## config.mk

```make
export PLATFORM = sky130hd
export DESIGN_NAME = fetch_ctrl
export DESIGN_NICKNAME = d
export VERILOG_FILES = /design/src/rtl/fetch_ctrl_pkg.sv /design/src/rtl/fetch_pc_reg.sv /design/src/rtl/fetch_ctrl.sv
export SDC_FILE = /design/constraint.sdc
export NUM_CORES = 1
export LEC_CHECK = 0
export BUFFER_PORTS_ARGS = -buffer_cell sky130_fd_sc_hd__buf_2
export CORE_MARGIN = 2
export CORE_UTILIZATION = 54
export CTS_CLUSTER_SIZE = 8
export DETAILED_ROUTE_END_ITERATION = 12
export PLACE_DENSITY = 0.87
export SYNTH_ARGS = -nofsm -noshare
export SYNTH_HDL_FRONTEND = slang
export SYNTH_SLANG_ARGS = --single-unit
```

## constraint.sdc

```tcl
create_clock -name clk -period 3.56 [get_ports clk]
set_clock_uncertainty 0.05 [all_clocks]
set_input_delay 0.712 -clock clk [delete_from_list [all_inputs] [get_ports clk]]
set_output_delay 0.712 -clock clk [all_outputs]
set_load 0.02 [all_outputs]
```

## src/rtl/fetch_ctrl_pkg.sv

```systemverilog
// fetch_ctrl_pkg
// Shared definitions for the instruction fetch controller:
//   RESET_PC_DEFAULT  default first fetch address after reset
//   WORD_INC          byte increment between sequential instructions
//   fetch_state_e     controller state encoding (FETCH / HOLD)
//   word_align()      clears the byte-offset bits of an address
package fetch_ctrl_pkg;

  localparam logic [31:0] RESET_PC_DEFAULT = 32'h0000_3000;
  localparam logic [31:0] WORD_INC         = 32'd4;

  // FETCH: a read request is outstanding at the current PC.
  // HOLD:  an instruction is buffered and waiting to be accepted.
  typedef enum logic {
    FETCH = 1'b0,
    HOLD  = 1'b1
  } fetch_state_e;

  // Redirect targets may carry junk in the low two bits; masking keeps
  // every fetch address word aligned.
  function automatic logic [31:0] word_align(input logic [31:0] addr);
    return addr & ~32'h0000_0003;
  endfunction

endpackage

```

## src/rtl/fetch_pc_reg.sv

```systemverilog
// fetch_pc_reg
// 32-bit program counter register with synchronous reset, parallel load
// and word increment. Load has priority over increment.
// Ports:
//   clk_i       clock, all updates on rising edge
//   reset_i     synchronous active-high reset, PC <= RESET_VAL
//   load_i      load load_val_i into the PC
//   load_val_i  value to load
//   incr_i      advance the PC by one word (wraps modulo 2^32)
//   pc_o        current PC
module fetch_pc_reg
  import fetch_ctrl_pkg::*;
#(
  parameter logic [31:0] RESET_VAL = RESET_PC_DEFAULT
) (
  input  logic        clk_i,
  input  logic        reset_i,
  input  logic        load_i,
  input  logic [31:0] load_val_i,
  input  logic        incr_i,
  output logic [31:0] pc_o
);

  logic [31:0] pc_q;
  logic [31:0] pc_d;

  // Next PC: a load (redirect) wins over a sequential increment; with
  // neither requested the PC simply holds.
  always_comb begin
    pc_d = pc_q;
    if (load_i) begin
      pc_d = load_val_i;
    end else if (incr_i) begin
      pc_d = pc_q + WORD_INC;
    end
  end

  // PC state register with synchronous reset.
  always_ff @(posedge clk_i) begin
    if (reset_i) begin
      pc_q <= RESET_VAL;
    end else begin
      pc_q <= pc_d;
    end
  end

  assign pc_o = pc_q;

endmodule

```

## src/rtl/fetch_ctrl.sv

```systemverilog
// fetch_ctrl
// Single-entry instruction fetch controller. Requests one instruction at a
// time from instruction memory, buffers it for the IF/ID stage and follows
// redirect requests, including redirects that arrive while a read is still
// outstanding (these are parked in a pending register until the ack).
// Ports:
//   clk          clock, all state updates on rising edge
//   reset        synchronous active-high reset
//   stall        downstream cannot accept the buffered instruction
//   PCSrc        redirect request, target taken from NPC
//   NPC          redirect target (low two bits ignored)
//   im_req       instruction-memory read request
//   im_addr      word-aligned read address
//   im_ack       read data valid this cycle
//   im_rdata     read data
//   Instr_F_out  buffered instruction
//   PC4_F_out    buffered instruction address + 4
//   PC8_F_out    buffered instruction address + 8
//   valid_F_out  buffered instruction valid
module fetch_ctrl
  import fetch_ctrl_pkg::*;
#(
  parameter logic [31:0] RESET_PC = RESET_PC_DEFAULT
) (
  input  logic        clk,
  input  logic        reset,
  input  logic        stall,
  input  logic        PCSrc,
  input  logic [31:0] NPC,
  output logic        im_req,
  output logic [31:0] im_addr,
  input  logic        im_ack,
  input  logic [31:0] im_rdata,
  output logic [31:0] Instr_F_out,
  output logic [31:0] PC4_F_out,
  output logic [31:0] PC8_F_out,
  output logic        valid_F_out
);

  fetch_state_e state_q, state_d;
  logic         pend_valid_q, pend_valid_d;
  logic [31:0]  pend_target_q, pend_target_d;
  logic [31:0]  instr_q, instr_d;

  logic         pc_load;
  logic [31:0]  pc_load_val;
  logic         pc_incr;
  logic [31:0]  pc;
  logic [31:0]  npc_aligned;

  assign npc_aligned = word_align(NPC);

  // The PC register doubles as the buffered-instruction address: it is not
  // touched between the ack and acceptance, so no separate copy is needed.
  fetch_pc_reg #(
    .RESET_VAL (RESET_PC)
  ) u_pc_reg (
    .clk_i      (clk),
    .reset_i    (reset),
    .load_i     (pc_load),
    .load_val_i (pc_load_val),
    .incr_i     (pc_incr),
    .pc_o       (pc)
  );

  // Next-state logic. In FETCH the request address must not move until the
  // ack, so a redirect arriving early is parked; at the ack, any redirect
  // (same-cycle first, then pending) turns the returned data into a discard
  // and retargets the PC. In HOLD a redirect beats acceptance and drops the
  // buffered instruction; im_ack is ignored there.
  always_comb begin
    state_d       = state_q;
    pend_valid_d  = pend_valid_q;
    pend_target_d = pend_target_q;
    instr_d       = instr_q;
    pc_load       = 1'b0;
    pc_load_val   = pc;
    pc_incr       = 1'b0;

    unique case (state_q)
      FETCH: begin
        if (im_ack) begin
          if (PCSrc) begin
            pc_load      = 1'b1;
            pc_load_val  = npc_aligned;
            pend_valid_d = 1'b0;
          end else if (pend_valid_q) begin
            pc_load      = 1'b1;
            pc_load_val  = pend_target_q;
            pend_valid_d = 1'b0;
          end else begin
            instr_d = im_rdata;
            state_d = HOLD;
          end
        end else if (PCSrc) begin
          pend_valid_d  = 1'b1;
          pend_target_d = npc_aligned;
        end
      end

      HOLD: begin
        if (PCSrc) begin
          pc_load     = 1'b1;
          pc_load_val = npc_aligned;
          state_d     = FETCH;
        end else if (!stall) begin
          pc_incr = 1'b1;
          state_d = FETCH;
        end
      end

      default: begin
        state_d = FETCH;
      end
    endcase
  end

  // Controller state, pending redirect and instruction buffer. Reset wins
  // over everything, so an ack landing on a reset edge is simply dropped.
  always_ff @(posedge clk) begin
    if (reset) begin
      state_q       <= FETCH;
      pend_valid_q  <= 1'b0;
      pend_target_q <= '0;
      instr_q       <= '0;
    end else begin
      state_q       <= state_d;
      pend_valid_q  <= pend_valid_d;
      pend_target_q <= pend_target_d;
      instr_q       <= instr_d;
    end
  end

  assign im_req      = (state_q == FETCH);
  assign im_addr     = pc;
  assign valid_F_out = (state_q == HOLD);
  assign Instr_F_out = instr_q;
  assign PC4_F_out   = pc + WORD_INC;
  assign PC8_F_out   = pc + (WORD_INC << 1);

endmodule

```

Word level (Yosys, flattened, before mapping)
Cells that the tools add are included.
{ "totals": {"reg_bits": 96, "inputBits": 69, "output_inout_bits": 130, "wordCells": 43} }
{ "op_classes": {"addsub": 2, "eq_ne": 3, "muxes": 23, "bitwise_logic": 4, "reduce_logical": 6} }
{ "op_table": {"columns": ["cell", "n"], "rows": [
  ["2-to-1 mux 32 bit", 6],
  ["one-hot mux 32 bit (2 select lines)", 1],
  ["adder 32 x 3 -> 32 bit, second input constant", 1],
  ["adder 32 x 4 -> 32 bit, second input constant", 1],
  ["2-to-1 mux 1 bit", 14],
  ["AND reduction 4 bit", 2],
  ["!= test 3 bit, second input constant", 2],
  ["!= test 4 bit, second input constant", 1],
  ["NOT 1 bit", 4],
  ["one-hot mux 1 bit (2 select lines)", 2],
  ["nonzero test 2 bit", 2],
  ["AND reduction 3 bit", 1],
  ["AND reduction 2 bit", 1]
]} }

Depth between registers and ports, before layout
Gate-level depths: netlist of the first run.
{ "depth": {"ltp_word": 6, "mapped_depth": 8} }

Cells and area by module
Synthesis of the first run repeated with hierarchy kept, for this count alone.
{ "hier_totals": {"hier_cells": 814, "area_unflattened_um2": 6087.1} }
{ "by_module_without_submodules": {"columns": ["mod", "instances", "cells_per_inst", "area_each_um2", "seq_area_each_um2"], "rows": [
  ["fetch_ctrl", 1, 569, 4119.0, 1281.2],
  ["fetch_pc_reg", 1, 245, 1968.1, 640.6]
]} }

Least setup slack after synthesis of the first run
Ideal clock, no wire load.
{ "synth_path": {"kind": "reg2out", "from": "register u_pc_reg.pc_q[3] (netlist: u_pc_reg.pc_o[3])", "to": "output PC8_F_out[29]", "t_arrival_ns": 2.202, "t_required_ns": 2.798, "setup_slack_ns": 0.596, "path_stages_with_launch": 7, "path_buffers": 0, "cell_sequence": "dfxtp_1 ha_1 nand3_1 nor4_2 and3_1 nand3_1 xnor2_1"} }
{ "synth_via": {"elab_chain_len": 1} }
{ "synth_rtl": {"columns": ["item", "line_no", "text"], "rows": [
  ["from (decl)", "fetch_pc_reg.sv:24", "logic [31:0] pc_q;"],
  ["from (signal assigned)", "fetch_pc_reg.sv:43", "pc_q <= pc_d;"],
  ["adder 32 x 4 -> 32 bit", "fetch_ctrl.sv:139", "assign PC8_F_out = pc + (WORD_INC << 1);"],
  ["to (decl)", "fetch_ctrl.sv:36", "output logic [31:0] PC8_F_out,"]
]} }
Every way passes these cells.

Final worst setup path of the first run
Same ends and word-level chain as after synthesis.

==> results.md, run 1 <==
- Run status: finished clean
- Layout Nets: 947
- GRT met1 Usage: 35.7%
- Die W: 103 um
- Final wirelength: 14800 um
- Post-synthesis sequential area ratio: 35.5%
- R2R cell count: 7
- CTS tree: done
- Hold_buf cts: 0
- Largest stage delay on the critical path: 0.49 ns
- RSZ-0062 raised after global routing: no
- Fmax: 298 MHz
- Diodes inserted: 0
- Req. time, crit path: 2.80 ns
- CTS Sinks: 94
- Most crowded layer after global routing: met2
- Vias in the first global route: 4760
- Power Dens Cells: 363 mW/mm2
- Final Setup Violations: 0
- Worst Hold Slack: 0.404 ns
- Syn Area/Cell: 7.31 um2
- Maximum Capacitance Violations: 0
- Post-synthesis cell type count: 60
- Row Count: 36
- Hold Crit Class: flop to flop
- Starting Density: 55.1%
- IO buf count: 190
- Core area: 0.00964 mm2
- Die Ht: 103 um
- CTS Buffer Depth: 2
- Total negative slack: 0 ns
- Measured slew at the worst slew-check pin: 0.779 ns
- WL/cell: 14.6 um
- Via count: 5534
- Flops & latches, synth: 94
- Hold Path Origin: Instr_F_out[5]
- Relative slew margins: 48.0%
- EDFF count, synth: 0
- H-Tree Depth: 3
- Hold Path End: Instr_F_out[5]
- RePlAce Congestion: 0.863
- Max-slew violations: 0
- RR Startpoint: u_pc_reg.pc_o[3]
- Synth Cell Area: 0.00531 mm2
- Final ANT Viol Nets: 0
- Tmin final: 3.35 ns
- CTS buffer count: 9
- Boundary Pins: 199
- CP Class: flop to primary output
- # fillers: 837
- 1st-iter DRT viols: 463
- Post-synth top flop: dfxtp_1
- Largest net degree at the start of global routing: 46
- R2R setup slack: 1.08 ns
- Setup crit start kind: flop
- Syn Inst Count: 726
- Worst Hold Depth: 2
- Crit path cell chain: ha_1 > nand3_1 > nor4_2 > and3_1 > nand3_1 > xnor2_1 > buf_2
- Most frequent cells in the layout: nand2_1, buf_2, a21oi_1
- Syn-to-layout area delta: 21.3%
- First-pass GRT wire length: 22700 um
- Worst Path Max Fanout: 7
- Cts repair resizes: 0
- Static Leak: 0.00286 uW
- Layout cells sized above 1: 27.5%
- CTS clock-pin slew for the worst setup and hold paths: 0.09 ns
- Fin crit share: 94.2%
- Most Frequent Cell on Critical Path: nand3_1
- Number of setup buffers added after CTS: 0
- Die area: 0.0106 mm2
- Ys async rst share: 0%
- Worst skew pair latency: 0.36 ns
- Most common cell after layout, fill and taps aside: nand2_1
- Hpwl dp: 10700 um
- CTS Root Cell: clkbuf_8
- DRT Pass-1 Iters: 5
- CP arrival: 2.59 ns
- Met3 Use GR: 5.83%
- Met2 usage: 43.1%
- Via-per-instance ratio: 5.46
- Antenna violations before repair: 0
- GRT Residual Overflow: 0
- CP Capture Type: primary output
- R2R Path End: u_pc_reg.pc_o[31]
- Synth warnings: 0
- Hold Vio Cnt, Final: 0
- Slowest cell on the critical path: dfxtp_1
- VDD IR-drop max: 0.287 mV
- Global Route Usage Sum: 27.1%
- DRC viols: 0
power by group:
| part | internal, uW | switching [uW] | leakage (uW) |
|---|---|---|---|
| clock network | 254 | 376 | 0.0000902 |
| registers | 1110 | 64.8 | 0.000768 |
| logic | 191 | 344 | 0.00200 |
worst max-delay path by stage:
stage	from	to	cells past startpoint
2_1_floorplan	u_pc_reg.pc_o[3]	PC8_F_out[29]	6
3_3_place_gp	u_pc_reg.pc_o[3]	PC4_F_out[31]	8
3_5_place_dp	u_pc_reg.pc_o[3]	PC4_F_out[31]	8
4_1_cts	u_pc_reg.pc_o[7]	PC8_F_out[29]	6
5_1_grt	u_pc_reg.pc_o[3]	PC8_F_out[29]	7
6_report	u_pc_reg.pc_o[3]	PC8_F_out[29]	7
flip-flops by register name (all words and copies together), names as in the netlist:
register,flops
Instr_F_out,32
u_pc_reg.pc_o,30
pend_target_q,30
pend_valid_q,1
valid_F_out,1
stage by stage:
stage / instance area [um2] / total power (uW) / cells / util (%) / setup WS [ns]
2_1_floorplan: 5330 / 1540 / 731 / - / 0.596
3_3_place_gp: 6270 / 1720 / 998 / 65.1 / 0.663
3_5_place_dp: 6270 / 1730 / 998 / 65.1 / 0.647
4_1_cts: 6440 / 2340 / 1014 / 66.8 / 0.249
5_1_grt: 6440 / 2450 / 1014 / 66.8 / 0.0210
6_report: 6440 / 2340 / 1014 / 66.8 / 0.206
area by class of cell:
| class | count | area [um2] | area share (%) |
|---|---|---|---|
| inverter | 6 | 22.5 | 0.350 |
| sequential | 94 | 1880 | 29.2 |
| timing repair buffer | 209 | 1110 | 17.2 |
| clock buffer | 10 | 128 | 1.98 |
| clock inverter | 6 | 37.5 | 0.583 |
| multi-input combinational | 556 | 3100 | 48.1 |
| tap | 133 | 166 | 2.58 |
critical path, delay by kind of cell (launching register included):
family,cells,cell delay [ns]
XOR/XNOR,1,0.16
AND/OR/NAND/NOR,4,1.13
flip-flops,1,0.49
adder cells (fa/ha/maj),1,0.30
buffers and inverters,1,0.18
cell families after synthesis:
group / after synthesis / synth area share [%]
simple gates: 318 / 28.7
compound gates: 166 / 17.7
flops: 94 / 35.5
buf+inv: 81 / 6.98
xor+xnor: 61 / 10.1
mux: 3 / 0.566
fa+ha+maj: 2 / 0.471
other cells: 1 / 0.0707
cell usage after synthesis (2+ instances only):
| cell type | n | area share (%) |
|---|---|---|
| buf_1 | 4 | 0.28 |
| nor3b_1 | 3 | 0.42 |
| a211o_1 | 2 | 0.33 |
| nor2b_1 | 3 | 0.35 |
| dfxtp_1 | 94 | 35 |
| o32a_1 | 3 | 0.57 |
| o21bai_1 | 3 | 0.42 |
| nand3b_1 | 3 | 0.42 |
| o31ai_1 | 3 | 0.42 |
| buf_2 | 13 | 1.2 |
| o211ai_1 | 3 | 0.42 |
| ha_1 | 2 | 0.47 |
| xnor2_1 | 35 | 5.8 |
| nand4b_4 | 2 | 0.90 |
| clkbuf_1 | 45 | 3.2 |
| nor4_1 | 2 | 0.24 |
| nand3_1 | 21 | 2.0 |
| a21oi_1 | 109 | 10 |
| or2_2 | 2 | 0.24 |
| mux2i_1 | 3 | 0.57 |
| o22ai_1 | 2 | 0.24 |
| nand4_1 | 10 | 1.2 |
| buf_4 | 11 | 1.6 |
| o32ai_1 | 2 | 0.33 |
| a31oi_1 | 9 | 1.1 |
| and3_1 | 4 | 0.47 |
| nand4_4 | 2 | 0.80 |
| o21ai_1 | 6 | 0.57 |
| inv_1 | 6 | 0.42 |
| nor3_1 | 11 | 1.0 |
| and4_1 | 6 | 0.99 |
| or4_1 | 2 | 0.28 |
| nand2_1 | 206 | 15 |
| xor2_1 | 26 | 4.3 |
| nand2b_1 | 5 | 0.59 |
| nor2_1 | 17 | 1.2 |
| a31o_2 | 2 | 0.33 |
| and2_1 | 4 | 0.47 |
| nand4b_1 | 2 | 0.33 |
| or3_1 | 5 | 0.59 |
| a31o_1 | 2 | 0.33 |
| o21ai_0 | 13 | 1.2 |
per-layer routing:
layer / up-vias / part of all wire [%] / wire (um)
met5: - / 0 / 0
met4: 0 / 2.2 / 325
met3: 31 / 8.9 / 1330
met2: 262 / 47 / 6940
met1: 2503 / 42 / 6240
li1: 2738 / - / -
Power figures use the tool's default switching activity.
==> inputs of run 2 (changes only) <==
--- a/config.mk
+++ b/config.mk
@@ -5,12 +5,14 @@
 export SDC_FILE = /design/constraint.sdc
 export NUM_CORES = 1
 export LEC_CHECK = 0
+export ABC_AREA = 1
 export BUFFER_PORTS_ARGS = -buffer_cell sky130_fd_sc_hd__buf_2
 export CORE_MARGIN = 2
-export CORE_UTILIZATION = 54
+export CORE_UTILIZATION = 55
+export CTS_BUF_LIST = sky130_fd_sc_hd__clkbuf_8
 export CTS_CLUSTER_SIZE = 8
 export DETAILED_ROUTE_END_ITERATION = 12
-export PLACE_DENSITY = 0.87
+export PLACE_DENSITY = 0.88
 export SYNTH_ARGS = -nofsm -noshare
 export SYNTH_HDL_FRONTEND = slang
 export SYNTH_SLANG_ARGS = --single-unit
==> results.md, run 2 <==
- Run status: finished clean
- Cts repair resizes: 0 (unchanged)
- Via-per-instance ratio: 5.18 (-5.2%)
- Synth Cell Area: 0.00522 mm2 (-1.7%)
- Syn Inst Count: 816 (+12%)
- Placed cells: 1100 (+10%)
- Syn Area/Cell: 6.39 um2 (-13%)
- Top-area cell type share of the netlist area: 36.1% (+0.63 points)
- DRT Pass-1 Iters: 5 (unchanged)
- Most common cell after layout, fill and taps aside: buf_2
- Hold Vio Cnt, Final: 0 (unchanged)
- Global Route Usage Sum: 29.3% (+2.2 points)
- Cell taking the most area after synthesis: dfxtp_1
- Most frequent cells in the layout: buf_2, nor2_1, nand2_1
- Crit path cell chain: ha_1 > inv_1 > nor2_1 > nand2_1 > nor2_1 > nand3_1 > xor2_1 > buf_2
- Largest cells by area after synthesis: dfxtp_1, nor2_1, nand2_1
- # fillers: 831 (-0.72%)
- CP Capture Type: primary output
- Largest stage delay on the critical path: 0.47 ns (-0.02 ns)
- Synth Area in Simple Gates: 31.2% (+2.5 points)
- Static Leak: 0.00302 uW (+5.6%)
- Maximum Capacitance Violations: 0 (unchanged)
- Post-synthesis cell type count: 29 (-52%)
- Die W: 101 um (-1.7%)
- CTS Buffer Depth: 2 (unchanged)
- Final ANT Viol Nets: 0 (unchanged)
- Worst skew pair latency: 0.37 ns (about the same)
- Req. time, crit path: 2.80 ns (about the same)
- Power Dens Cells: 406 mW/mm2 (+12%)
- CTS tree: done
- Post-synthesis compound-gate area fraction: 17.6% (-0.046 points)
- Top-count cell post-synth: nor2_1
- Area occupied by multi-input gates: 0.00290 mm2 (-6.4%)
- Row Count: 35 (-2.8%)
- CTS Root Cell: clkbuf_8
- Starting Density: 56.4% (+1.4 points)
- Number of setup buffers added after CTS: 0 (unchanged)
- Largest net degree at the start of global routing: 71 (+54%)
- Synth warnings: 0 (unchanged)
- Hpwl dp: 11100 um (+3.6%)
- Die area: 0.0103 mm2 (-3.4%)
- Layout cells sized above 1: 23.5% (-4.0 points)
- Via count: 5777 (+4.4%)
- Core area: 0.00924 mm2 (-4.1%)
- Max-slew violations: 0 (unchanged)
- Relative slew margins: 37.6% (-10 points)
- XOR/XNOR share of the synthesized area: 5.88% (-4.2 points)
- Syn-to-layout area delta: 22.3%
- RePlAce Congestion: 0.930 (+7.8%)
- FF+latch area: 0.00188 mm2 (unchanged)
- Multiplexer share of the synthesized area: 0% (-0.57 points)
- Boundary Pins: 199 (unchanged)
- Tmin final: 3.09 ns (-0.267 ns)
- Post-synth top flop: dfxtp_1
- CTS clock-pin slew for the worst setup and hold paths: 0.09 ns (about the same)
- Die Ht: 101 um (-1.7%)
- DRC viols: 0 (unchanged)
- GRT Residual Overflow: 0 (unchanged)
- Vias in the first global route: 5122 (+7.6%)
- Main combinational cell family by area after synthesis: simple AND/OR/NAND/NOR gates
- Post-synthesis sequential area ratio: 36.1% (+0.63 points)
- Ys async rst share: 0% (unchanged)
- CP Class: flop to primary output
- CTS Sinks: 94 (unchanged)
- EDFF count, synth: 0 (unchanged)
- RSZ-0062 raised after global routing: no
- VDD IR-drop max: 0.362 mV (+26%)
- WL/cell: 13.3 um (-8.7%)
- IO buf count: 190 (unchanged)
- Flops & latches, synth: 94 (unchanged)
- Adder-Cell Fraction of Synth Area: 0.480% (+0.0084 points)
- H-Tree Depth: 3 (unchanged)
- Setup crit start kind: flop
- First-pass GRT wire length: 24200 um (+6.5%)
- Total negative slack: 0 ns (unchanged)
- Hold Crit Class: flop to flop
- Measured slew at the worst slew-check pin: 0.935 ns (+0.156 ns)
- Hold_buf cts: 0 (unchanged)
- Final wirelength: 14900 um (+0.44%)
- Top delay family on crit path: simple AND/OR/NAND/NOR gates
- Final Setup Violations: 0 (unchanged)
- Fmax: 324 MHz (+8.6%)
- Slowest cell on the critical path: dfxtp_1
- 1st-iter DRT viols: 345 (-25%)
- Layout Nets: 1053 (+11%)
- CP arrival: 2.33 ns (-0.26 ns)
- Most Frequent Cell on Critical Path: nor2_1
- Antenna violations before repair: 0 (unchanged)
- Fin crit share: 86.7% (-7.5 points)
- R2R setup slack: 1.54 ns (+0.46 ns)
- Worst path bufs/invs: 2 (+1)
- Worst Path Max Fanout: 6 (-1)
- Diodes inserted: 0 (unchanged)
- Max reg flops: 32 (unchanged)
- CTS buffer count: 9 (unchanged)
- Non-Filler Instances: 1116 (+10%)
- Commonest cells in the netlist: nor2_1, nand2_1, o21ai_0
## run 2: cell types whose count changed after synthesis, moves of 8 or more
cell / delta
a21oi_1: -51
clkbuf_1: -22
inv_1: +50
nand2_1: -42
nand3_1: +13
nand4_1: -9
nor2_1: +154
nor3_1: -8
o21ai_0: +97
xnor2_1: -31
## run 2: worst min-delay path, cell delays in order, from the launching register on
cell and delay, ns:
dfxtp_1 0.33, nor2_1 0.04, nor2_1 0.08
## run 2: area by class of cell
| cell class | instances | area share, % |
|---|---|---|
| clock buffers | 10 | 2.16 |
| clock inverters | 6 | 1.08 |
| inverters | 60 | 3.53 |
| multi-input cells | 620 | 45.5 |
| flip-flops and latches | 94 | 29.5 |
| well taps | 129 | 2.53 |
| repair buffers | 197 | 15.7 |
## run 2: worst paths after layout
path,from,to,cells after the start
max reg2reg,u_pc_reg.pc_o[2],u_pc_reg.pc_o[20],9
max,u_pc_reg.pc_o[4],PC8_F_out[25],8
min reg2reg,Instr_F_out[17],Instr_F_out[17],2
min,Instr_F_out[17],Instr_F_out[17],2
## run 2: through the flow
| stage | power [uW] | hold WS [ns] | cell area [um2] | worst slack (ns) | util [%] |
|---|---|---|---|---|---|
| 2_1_floorplan | 1650 | 0.428 | 5230 | 1.02 | - |
| 3_3_place_gp | 1850 | 0.407 | 6170 | 0.899 | 66.8 |
| 3_5_place_dp | 1870 | 0.416 | 6170 | 0.897 | 66.8 |
| 4_1_cts | 2590 | 0.439 | 6380 | 0.484 | 69.0 |
| 5_1_grt | 2720 | 0.452 | 6380 | 0.236 | 69.0 |
| 6_report | 2590 | 0.433 | 6380 | 0.473 | 69.0 |
## run 2: metal layers
| metal | share of wire (%) | wire [um] | track usage [%] | vias up |
|---|---|---|---|---|
| li1 | - | - | - | 2929 |
| met3 | 9.5 | 1410 | 7.18 | 31 |
| met2 | 46 | 6890 | 47.6 | 260 |
| met4 | 2.7 | 395 | 11.1 | 0 |
| met1 | 42 | 6200 | 37.7 | 2557 |
| met5 | 0 | 0 | 0 | - |
## run 2: power by group
part           switching, uW  internal, uW
Clock                    393           349
Sequential              75.5          1130
Combinational            428           214
Total                    896          1690
## run 2: kinds of logic after synthesis
kind of cell / after synthesis
simple gates: 397
compound gates: 180
buf+inv: 107
flops: 94
xor+xnor: 35
fa+ha+maj: 2
other cells: 1
==> inputs of run 3 (changes only) <==
--- a/config.mk
+++ b/config.mk
@@ -12,6 +12,7 @@
 export CTS_BUF_LIST = sky130_fd_sc_hd__clkbuf_8
 export CTS_CLUSTER_SIZE = 8
 export DETAILED_ROUTE_END_ITERATION = 12
+export GPL_TIMING_DRIVEN = 0
 export PLACE_DENSITY = 0.88
 export SYNTH_ARGS = -nofsm -noshare
 export SYNTH_HDL_FRONTEND = slang
==> results.md, run 3 (synthesis gave the netlist of run 2 again) <==
- Starting Density: 56.4% (unchanged)
- Via count: 6039 (+4.5%)
- Critical Path Source: u_pc_reg.pc_o[4]
- Row Count: 35 (unchanged)
- R2R cell count: 9 (unchanged)
- Die W: 101 um (unchanged)
- 1st-iter DRT viols: 393 (+14%)
- Worst Hold Depth: 2 (unchanged)
- Boundary Pins: 199 (unchanged)
- Final instance area: 0.00652 mm2 (+2.3%)
- Fmax: 321 MHz (-1.0%)
- DRC viols: 0 (unchanged)
- Max-slew violations: 0 (unchanged)
- Relative slew margins: 59.4% (+22 points)
- Syn-to-layout area delta: 25.1%
- CP Class: flop to primary output
- Maximum Capacitance Violations: 0 (unchanged)
- CTS Buffer Depth: 2 (unchanged)
- RePlAce Congestion: 0.959 (+3.1%)
- Fin crit share: 87.6% (+0.91 points)
- CP arrival: 2.36 ns (+0.03 ns)
- Run status: finished clean
- Worst skew pair latency: 0.37 ns (about the same)
- Vias in the first global route: 5184 (+1.2%)
- First-pass GRT wire length: 24900 um (+2.9%)
- CTS tree: done
- Die area: 0.0103 mm2 (unchanged)
- Hold Vio Cnt, Final: 0 (unchanged)
- DRT Pass-1 Iters: 5 (unchanged)
- Die Ht: 101 um (unchanged)
- Total negative slack: 0 ns (unchanged)
- Tmin final: 3.12 ns (+0.0325 ns)
- Measured slew at the worst slew-check pin: 0.604 ns (-0.331 ns)
- Hold_buf cts: 0 (unchanged)
- Layout Nets: 1092 (+3.7%)
- GRT Residual Overflow: 0 (unchanged)
- IO buf count: 189 (-0.53%)
- Static Leak: 0.00311 uW (+2.8%)
- RR Startpoint: u_pc_reg.pc_o[2]
- Antenna violations before repair: 0 (unchanged)
- Tot Pwr: 2560 uW (-1.2%)
- Cts repair resizes: 0 (unchanged)
- VDD IR-drop max: 0.345 mV (-4.7%)
- Hold Crit Class: flop to flop
- R2R Path End: u_pc_reg.pc_o[16]
- Worst Hold Slack: 0.436 ns (+0.00273 ns)
- Area occupied by multi-input gates: 0.00290 mm2 (unchanged)
- Worst Path Max Fanout: 6 (unchanged)
- Final wirelength: 15900 um (+6.8%)
- Worst Setup EP: PC8_F_out[25]
- WL/cell: 13.8 um (+3.2%)
- Hpwl dp: 12500 um (+13%)
- Non-Filler Instances: 1155 (+3.5%)
- FF+latch area: 0.00188 mm2 (unchanged)
- Most common cell after layout, fill and taps aside: buf_2
- H-Tree Depth: 3 (unchanged)
- Placed cells: 1139 (+3.5%)
- Number of setup buffers added after CTS: 0 (unchanged)
- Max reg flops: 32 (unchanged)
- Setup crit start kind: flop
- RSZ-0062 raised after global routing: no
- CTS buffer count: 9 (unchanged)
- Core area: 0.00924 mm2 (unchanged)
- Final Setup Violations: 0 (unchanged)
- Power Dens Cells: 392 mW/mm2 (-3.4%)
- Layout cells sized above 1: 24.3% (+0.76 points)
- Diodes inserted: 0 (unchanged)
- CTS clock-pin slew for the worst setup and hold paths: 0.10 ns (about the same)
- Largest net degree at the start of global routing: 18 (-75%)
- Via-per-instance ratio: 5.23 (+1.0%)
- Req. time, crit path: 2.80 ns (about the same)
- # fillers: 831 (unchanged)
- CP Capture Type: primary output
- CTS Root Cell: clkbuf_8
- Global Route Usage Sum: 30.5% (+1.2 points)
- R2R setup slack: 1.47 ns (-0.07 ns)
- CTS Sinks: 94 (unchanged)
- Final ANT Viol Nets: 0 (unchanged)
- Most frequent cells in the layout: buf_2, nor2_1, nand2_1
- DP Area: 0.00634 mm2 (+2.7%)
-- run 3: changes by cell type in the layout (fill, tap and decap cells not counted), sizes merged --
cell      delta
buf         +16
clkinvlp     +1
clkbuf      +22
bufinv       -1
inv          +1
-- run 3: routing by layer --
metal / global-route usage (%) / vias up / wire (um)
met2: 51.5 / 295 / 7570
met4: 11.7 / 0 / 420
li1: - / 3007 / -
met1: 38.6 / 2700 / 6380
met5: 0 / - / 0
met3: 5.73 / 37 / 1530
-- run 3: through the flow --
stage / util, % / worst slack [ns]
final: 70.6 / 0.441
after global routing: 70.6 / 0.225
after CTS: 70.6 / 0.453
after detailed placement: 68.6 / 0.855
after global placement: 68.6 / 0.855
after floorplan: - / 1.02
-- run 3: worst min-delay path by stage --
stage | startpoint | endpoint
finish | Instr_F_out[27] | Instr_F_out[27]
global route | Instr_F_out[28] | Instr_F_out[28]
CTS | Instr_F_out[14] | Instr_F_out[14]
global placement | Instr_F_out[25] | Instr_F_out[25]
floorplan | pend_target_q[12] | pend_target_q[12]
detailed placement | Instr_F_out[14] | Instr_F_out[14]
-- run 3: power breakdown --
| part | leakage [uW] | internal, uW | switching, uW | total [uW] |
|---|---|---|---|---|
| logic | 0.00224 | 228 | 442 | 670 |
| registers | 0.000773 | 1130 | 77.1 | 1210 |
| clock network | 0.0000934 | 265 | 416 | 682 |
| total | 0.00311 | 1620 | 935 | 2560 |
-- run 3: critical path, stage by stage, from the launching register on --
cell and delay (ns):
dfxtp_1 0.48, ha_1 0.28, inv_1 0.06, nor2_1 0.29
nand2_1 0.18, nor2_1 0.25, nand3_1 0.13, xor2_1 0.16
buf_2 0.18
-- run 3: final cells by class --
| cell class | instances | area share, % |
|---|---|---|
| Multi-Input combinational cell | 620 | 44.5 |
| Sequential cell | 94 | 28.9 |
| Timing Repair Buffer | 189 | 14.5 |
| Buffer | 47 | 3.47 |
| Inverter | 60 | 3.45 |
| Tap cell | 129 | 2.47 |
| Clock buffer | 9 | 1.90 |
| Clock inverter | 7 | 0.882 |
